`src/rtl/adder_slice_sequencer.sv`:
```
// adder_slice_sequencer: multi-cycle WIDTH-bit adder that time-multiplexes a shared 2-bit ripple-carry slice
module adder_slice_sequencer #(
  parameter int WIDTH = 8
) (
  input  logic             clk,
  input  logic             rst_n,
  input  logic             start_valid,
  output logic             start_ready,
  input  logic [WIDTH-1:0] op_a,
  input  logic [WIDTH-1:0] op_b,
  input  logic             cin,
  output logic [1:0]       adder_in_1,
  output logic [1:0]       adder_in_2,
  output logic             adder_c_in,
  input  logic [1:0]       adder_sum,
  input  logic             adder_c_out,
  output logic             res_valid,
  input  logic             res_ready,
  output logic [WIDTH-1:0] result,
  output logic             cout
);
  localparam int NSLICE = WIDTH / 2;
  localparam int CW = NSLICE > 1 ? $clog2(NSLICE) : 1;
  typedef enum logic [1:0] {IDLE, RUN, DONE} state_t;
  state_t state_q, state_d;
  logic [WIDTH-1:0] a_q, a_d, b_q, b_d, res_q, res_d;
  logic carry_q, carry_d, cout_q, cout_d;
  logic [CW-1:0] k_q, k_d;
  logic [CW:0] idx;
  logic run;
  assign idx = {k_q, 1'b0};
  assign run = state_q == RUN;
  assign start_ready = state_q == IDLE;
  assign res_valid = state_q == DONE;
  assign adder_in_1 = run ? a_q[idx +: 2] : 2'b00;
  assign adder_in_2 = run ? b_q[idx +: 2] : 2'b00;
  assign adder_c_in = run ? carry_q : 1'b0;
  assign result = res_q;
  assign cout = cout_q;
  always_comb begin
    state_d = state_q;
    a_d = a_q;
    b_d = b_q;
    res_d = res_q;
    carry_d = carry_q;
    cout_d = cout_q;
    k_d = k_q;
    case (state_q)
      IDLE: if (start_valid) begin
        a_d = op_a;
        b_d = op_b;
        carry_d = cin;
        k_d = '0;
        res_d = '0;
        state_d = RUN;
      end
      RUN: begin
        res_d[idx +: 2] = adder_sum;
        carry_d = adder_c_out;
        k_d = k_q + 1'b1;
        if (k_q == CW'(NSLICE - 1)) begin
          cout_d = adder_c_out;
          state_d = DONE;
        end
      end
      DONE: if (res_ready) state_d = IDLE;
      default: state_d = IDLE;
    endcase
  end
  always_ff @(posedge clk) begin
    if (!rst_n) begin
      state_q <= IDLE;
      a_q <= '0;
      b_q <= '0;
      res_q <= '0;
      carry_q <= 1'b0;
      cout_q <= 1'b0;
      k_q <= '0;
    end else begin
      state_q <= state_d;
      a_q <= a_d;
      b_q <= b_d;
      res_q <= res_d;
      carry_q <= carry_d;
      cout_q <= cout_d;
      k_q <= k_d;
    end
  end
endmodule

```
`config.mk`:
```
export PLATFORM = sky130hd
export DESIGN_NAME = adder_slice_sequencer
export DESIGN_NICKNAME = d
export VERILOG_FILES = /design/src/rtl/adder_slice_sequencer.sv
export SDC_FILE = /design/constraint.sdc
export NUM_CORES = 1
export LEC_CHECK = 0
export CORE_ASPECT_RATIO = 0.9
export CORE_MARGIN = 4
export CORE_UTILIZATION = 47
export DETAILED_ROUTE_END_ITERATION = 6
export PLACE_DENSITY = 0.76
export REMOVE_ABC_BUFFERS = 1
export SYNTH_ARGS = -nofsm -noshare
export SYNTH_HDL_FRONTEND = slang
export SYNTH_SLANG_ARGS = --single-unit
```
`constraint.sdc`:
```
create_clock -name clk -period 2.2 [get_ports clk]
set_input_delay 0.33 -clock clk [delete_from_list [all_inputs] [get_ports clk]]
set_output_delay 0.33 -clock clk [all_outputs]
set_load 0.01 [all_outputs]
```
==> results of run 1 <==
-- power groups by stage --
stage | combinational [mW] | clock, mW | sequential, mW
3_3_place_gp | 0.186 | 0 | 0.597
5_1_grt | 0.217 | 0.375 | 0.587
4_1_cts | 0.199 | 0.353 | 0.583
2_1_floorplan | 0.0898 | 0 | 0.600
6_report | 0.199 | 0.341 | 0.583
3_5_place_dp | 0.193 | 0 | 0.598
-- layout by cell type (no fill, tap or decap), drive strengths merged --
master / instances
a21boi: 20
o22ai: 5
nor3b: 1
a21o: 2
nor2b: 2
inv: 4
a21oi: 3
nand2: 46
or2b: 1
ha: 6
a32o: 4
and3b: 1
clkinv: 1
nand2b: 3
o21ai: 2
nor4: 1
clkbuf: 7
dfxtp: 30
mux4: 4
nor2: 2
nand3b: 2
nor3: 1
nand3: 3
and2: 6
nand4b: 1
o221ai: 1
or3b: 1
buf: 8
dlygate4sd2: 3
clkdlybuf4s50: 36
-- path summary, 6_finish.rpt --
kind,slack [ns],cells after the start,endpoint,from
max,0.06,3,adder_in_2[0],k_q[0]$_SDFFE_PN0P_
min,0.46,2,a_q[4]$_SDFFE_PN0P_,a_q[4]$_SDFFE_PN0P_
max reg2reg,0.45,6,result[1]$_SDFFE_PN0P_,k_q[0]$_SDFFE_PN0P_
min reg2reg,0.46,2,a_q[4]$_SDFFE_PN0P_,a_q[4]$_SDFFE_PN0P_
-- repair_timing --
| item | CTS | global route |
|---|---|---|
| setup endpoints to repair | 4 | 0 |
| hold endpoints to repair | 0 | 0 |
| buffers inserted | 2 | 0 |
| resized for setup | 6 | 0 |
-- per-layer routing --
layer	up-vias	routed length [um]
met2	30	1680
met5	-	0
met1	610	1470
met3	7	198
met4	0	75
li1	643	-
-- cell families (layout without fill, tap and decap cells) --
logic type | Yosys count | after routing | synth area share (%)
and+or+nand+nor | 71 | 71 | 23.4
AOI/OAI and AO/OA | 37 | 37 | 18.4
DFF | 30 | 30 | 41.0
buffers and inverters | 14 | 59 | 5.89
adders and majority gates | 6 | 6 | 5.12
muxes | 4 | 4 | 6.15
-- synthesized netlist by cell type (2+ instances only) --
library cell  instances  area share, %
inv_1                 4            1.0
a21boi_0             10            5.1
buf_6                 4            3.1
nand3b_1              2            1.0
mux4_2                4            6.1
a21boi_1             10            5.1
a21o_1                2            1.0
nand2b_1              3            1.3
o21ai_0               2           0.68
buf_2                 3            1.0
a21oi_1               3            1.0
nand2_1              46             12
nand3_1               3            1.0
and2_1                6            2.6
a32o_1                4            2.7
dfxtp_1              30             41
ha_1                  6            5.1
o22ai_1               5            2.1
nor2b_1               2           0.85
clkbuf_1              3           0.77
nor2_1                2           0.51
-- critical path, stage by stage (launching register included) --
cell             delay, ns
dfxtp_4               0.37
mux4_2                0.48
and2_1                0.17
clkdlybuf4s50_1       0.47
-- flip-flops by register name, summed over array words and instances (netlist names) --
signal   flops
result       8
state_q      2
cout         1
a_q          8
k_q          2
carry_q      1
b_q          8
-- metrics by stage --
step	util [%]	worst slack, ns	hold WS (ns)	instances
floorplan	-	0.594	0.432	152
global placement	65.7	0.190	0.438	237
detailed placement	65.7	0.167	0.447	237
CTS	68.4	0.0398	0.461	247
global route	68.4	0.00732	0.487	247
finish	68.4	0.0620	0.458	247
-- final cells by class --
cell class	count	area (sq um)
fillers	242	905
repair buffers	47	447
clock inverters	1	5.00
flip-flops and latches	30	606
clock buffers	7	55.1
well taps	40	50.0
inverters	4	15.0
multi-input cells	118	778
==> results.py, run 1 <==
metrics = {
    "sta": {
        "finalSetupTns_ns": 0,
        "period_share_pct": 97.2,
        "fmax_ghz": 0.468,
        "setup_viol": 0,
        "grt_setup_unrepaired": "false",
        "fin_skew_ns": 0.00600,
        "drv_slew": 0,
        "worstMarginPinSlew_ns": 0.573,
        "hold_viol": 0,
        "slew-limit-headroom_pct": 61.8,
        "final.min_clock_period_ns": 2.14,
    },
    "min_path": {
        "min_path_type": "reg -> reg",
    },
    "placement": {
        "port_buffers": 39,
        "routabilityCongestion": 0.845,
        "hpwlAfterDp_mm": 2.47,
        "dpl_cell_area_sq_um": 1880,
    },
    "clocking": {
        "cts_tree": "done",
        "cts_buffers": 5,
        "clock-root-buffer": "clkbuf_4",
        "clock_latency_ns": 0.33,
        "cts_hold_buf": 0,
        "cts_buffer_depth": 2,
        "h-tree-depth": 2,
        "cts.sinks": 30,
        "clkTransAtPathRegs_ns": 0.09,
    },
    "setup_path": {
        "crit_fanout": 3,
        "cp.arrival_ns": 1.81,
        "cp-start-kind": "flip-flop",
        "worstSetupEndpointType": "output pin",
        "critPathKind": "reg -> out",
        "required_ns": 1.87,
    },
    "global_routing": {
        "grt_use_met2_pct": 33.6,
        "grt_antenna_before_repair": 0,
        "use_met1_pct": 19.8,
        "grt_remaining_overflow": 0,
        "top_usage_layer": "met2",
        "grt_pass1_vias": 1303,
        "grt_pass1_wl_mm": 5.60,
        "grt_util_met3_pct": 7.04,
        "grt_start_max_net_pins": 25,
        "grt_usage_pct": 18.7,
    },
    "pwr": {
        "switching_power_uw": 291,
        "seqPwrFrac_pct": 51.9,
        "p_leak_nw": 0.754,
        "ir_drop_v": 0.000498,
        "power.internal_uw": 831,
        "pwr-share-clk_pct": 30.3,
        "pwr_density_cell_nw_per_um2": 574,
        "power.total_mw": 1.12,
        "swShare_pct": 26.0,
        "comb_power_share_pct": 17.7,
    },
    "route": {
        "drcViolationCount": 0,
        "finalWirelength_mm": 3.42,
        "first_iter_violations": 57,
        "wl_per_cell_um": 13.9,
        "routed_via_density": 5.22,
        "vias": 1290,
        "firstDrtPassIters": 4,
        "ant_nets": 0,
    },
    "floorplan": {
        "coreArea_sq_um": 2860,
        "io_pins": 40,
        "fp-row-count": 18,
        "initial_core_util_pct": 51.2,
        "die_h_um": 61.0,
        "die_w_um": 66.9,
        "die_area_sq_um": 4080,
    },
    "yosys": {
        "synthCells": 162,
        "synthArstFlopShare_pct": 0,
        "ys_types": 29,
        "ys_seq_elements": 30,
        "synth-warning-count": 0,
        "seq_area_frac_synth_pct": 41.0,
        "syn_avg_cell_area_sq_um": 9.04,
        "syn_area_sq_um": 1470,
        "synth_top_flop_cell": "dfxtp_1",
        "synth_edf_count": 0,
    },
    "finish": {
        "n_antenna_cell": 0,
        "drive_gt1_share_pct": 10.6,
        "area_growth_pct": 33.5,
        "final_nets": 236,
        "final_area_sq_um": 1960,
    },
    "status": {
        "status": "finished, final reports clean",
    },
    "run": {
        "max_cap_violations": 0,
    },
}
Note: power is estimated with default switching activity, not from simulation.
==> run 2, diff against run 1 <==
--- a/config.mk
+++ b/config.mk
@@ -10,6 +10,7 @@
 export CORE_UTILIZATION = 47
 export DETAILED_ROUTE_END_ITERATION = 6
 export PLACE_DENSITY = 0.76
+export RECOVER_POWER = 100
 export REMOVE_ABC_BUFFERS = 1
 export SYNTH_ARGS = -nofsm -noshare
 export SYNTH_HDL_FRONTEND = slang
==> run 2 against run 1 <==
Against the previous run: first-iteration DRC count decreased by 26%; global-route usage unchanged; sequential power about the same; hold slack improved by 0.0066 ns; critical path depth unchanged; count of clock-buffer cells in the layout unchanged; critical endpoint unchanged; core utilization decreased by 0.31 points; sequential share of layout area increased by 0.14 points; fmax about the same; cell area decreased by 0.45%; highest routed layer unchanged; largest power group unchanged.
==> results.py, run 2 (synthesized netlist as in run 1, its figures left out) <==
metrics = {
    "status": {
        "status": "finished, final reports clean",
    },
    "pwr": {
        "comb_power_share_pct": 17.2,
        "pwr-share-clk_pct": 30.5,
        "power.internal_uw": 825,
        "seqPwrFrac_pct": 52.3,
        "swShare_pct": 26.0,
        "pwr_density_cell_nw_per_um2": 573,
        "p_leak_nw": 0.777,
        "power.total_mw": 1.11,
        "switching_power_uw": 290,
        "ir_drop_v": 0.000498,
    },
    "finish": {
        "n_antenna_cell": 0,
        "final_area_sq_um": 1950,
        "drive_gt1_share_pct": 10.1,
        "seq_area_sq_um": 606,
        "final_nets": 236,
        "layout_commonest_cell": "nand2_1",
        "area_growth_pct": 32.9,
        "layout_common_cells": "nand2_1 (46), dfxtp_1 (28), clkdlybuf4s50_1 (24)",
        "multi_input_area_sq_um": 778,
        "fillers": 246,
    },
    "sta": {
        "final.min_clock_period_ns": 2.14,
        "grt_setup_unrepaired": "false",
        "fin_skew_ns": 0.00529,
        "worstMarginPinSlew_ns": 0.579,
        "hold_ws_ns": 0.464,
        "setup_viol": 0,
        "slew-limit-headroom_pct": 61.4,
        "fmax_ghz": 0.468,
        "drv_slew": 0,
        "finalSetupTns_ns": 0,
        "hold_viol": 0,
        "period_share_pct": 97.2,
    },
    "global_routing": {
        "grt_pass1_wl_mm": 5.60,
        "grt_antenna_before_repair": 0,
        "grt_remaining_overflow": 0,
        "grt_usage_pct": 18.7,
        "grt_start_max_net_pins": 25,
        "grt_pass1_vias": 1303,
    },
    "placement": {
        "routabilityCongestion": 0.845,
        "hpwlAfterDp_mm": 2.47,
        "port_buffers": 39,
        "dpl_cell_area_sq_um": 1880,
    },
    "floorplan": {
        "io_pins": 40,
        "die_h_um": 61.0,
        "initial_core_util_pct": 51.2,
        "die_w_um": 66.9,
        "fp-row-count": 18,
        "coreArea_sq_um": 2860,
        "die_area_sq_um": 4080,
    },
    "clocking": {
        "clkTransAtPathRegs_ns": 0.09,
        "cts.sinks": 30,
        "cts_hold_buf": 0,
        "cts_buffers": 5,
        "h-tree-depth": 2,
        "clock-root-buffer": "clkbuf_4",
        "clock_latency_ns": 0.33,
        "cts_buffer_depth": 2,
        "cts_tree": "done",
    },
    "setup_path": {
        "crit_end": "adder_in_2[0]",
        "worstSetupEndpointType": "output pin",
        "required_ns": 1.87,
        "crit_fanout": 3,
        "r2r_end": "result[1]$_SDFFE_PN0P_",
        "crit_start": "k_q[0]$_SDFFE_PN0P_",
        "reg2reg_from": "k_q[0]$_SDFFE_PN0P_",
        "critPathKind": "reg -> out",
        "rr_worst_depth": 6,
        "r2r_slack_ns": 0.24,
        "cp-start-kind": "flip-flop",
        "cp.arrival_ns": 1.81,
    },
    "route": {
        "top_layer_used": "met4",
        "wl_met3_um": 187,
        "finalWirelength_mm": 3.38,
        "firstDrtPassIters": 4,
        "vias": 1290,
        "drcViolationCount": 0,
        "routed_via_density": 5.22,
        "ant_nets": 0,
        "first_iter_violations": 42,
        "wl_met1_mm": 1.46,
        "wl_per_cell_um": 13.7,
        "route.met2.wl_mm": 1.67,
    },
    "min_path": {
        "min_path_type": "reg -> reg",
    },
    "run": {
        "max_cap_violations": 0,
    },
}
-- run 2: changes by cell type in the layout (fill, tap and decap cells not counted) --
cell / delta
dlygate4sd3_1: +12
clkbuf_2: +2
a21boi_1: -9
a21boi_0: +9
and2_0: +1
clkdlybuf4s50_1: -12
buf_4: -3
clkbuf_1: +1
and2_1: -1
-- run 2: power by group through the flow --
stage	clock [mW]	combinational, mW	sequential [mW]
after global placement	0	0.186	0.597
after global routing	0.375	0.210	0.587
final	0.340	0.192	0.583
after floorplan	0	0.0898	0.600
after detailed placement	0	0.193	0.598
after CTS	0.353	0.199	0.583
-- run 2: worst max-delay path, stage by stage, from the launching register on --
cell	delay, ns
dfxtp_4	0.37
mux4_2	0.48
and2_1	0.17
clkdlybuf4s50_1	0.47
-- run 2: how the worst min path moves through the flow --
stage,start,endpoint,cells after the start,slack [ns]
after global routing,b_q[2]$_SDFFE_PN0P_,b_q[2]$_SDFFE_PN0P_,2,0.50
after floorplan,a_q[4]$_SDFFE_PN0P_,a_q[4]$_SDFFE_PN0P_,2,0.43
after detailed placement,a_q[2]$_SDFFE_PN0P_,a_q[2]$_SDFFE_PN0P_,2,0.45
final,a_q[6]$_SDFFE_PN0P_,a_q[6]$_SDFFE_PN0P_,2,0.46
after global placement,a_q[2]$_SDFFE_PN0P_,a_q[2]$_SDFFE_PN0P_,2,0.44
after CTS,a_q[2]$_SDFFE_PN0P_,a_q[2]$_SDFFE_PN0P_,2,0.46
-- run 2: stage by stage --
stage          instances  worst slack, ns  utilization [%]
2_1_floorplan        152            0.594                -
3_3_place_gp         237            0.190             65.7
3_5_place_dp         237            0.167             65.7
4_1_cts              247           0.0398             68.4
5_1_grt              247          0.00615             68.1
6_report             247           0.0619             68.1
-- run 2: cell type report --
cell class | count | share of cell area [%]
Clock buffer | 7 | 2.83
Tap cell | 40 | 2.57
Clock inverter | 1 | 0.257
Multi-Input combinational cell | 118 | 40.0
Inverter | 4 | 0.771
Timing Repair Buffer | 47 | 22.5
Sequential cell | 30 | 31.1
-- run 2: metal layers --
| metal | track usage (%) | up-vias |
|---|---|---|
| met5 | 0 | - |
| met4 | 8.09 | 0 |
| met3 | 7.04 | 7 |
| met2 | 33.6 | 32 |
| met1 | 19.8 | 607 |
| li1 | - | 644 |
-- run 2: what timing repair did --
action	in CTS	in global routing
buffers inserted	2	0
gates resized for setup	6	0
setup endpoints to repair	4	0
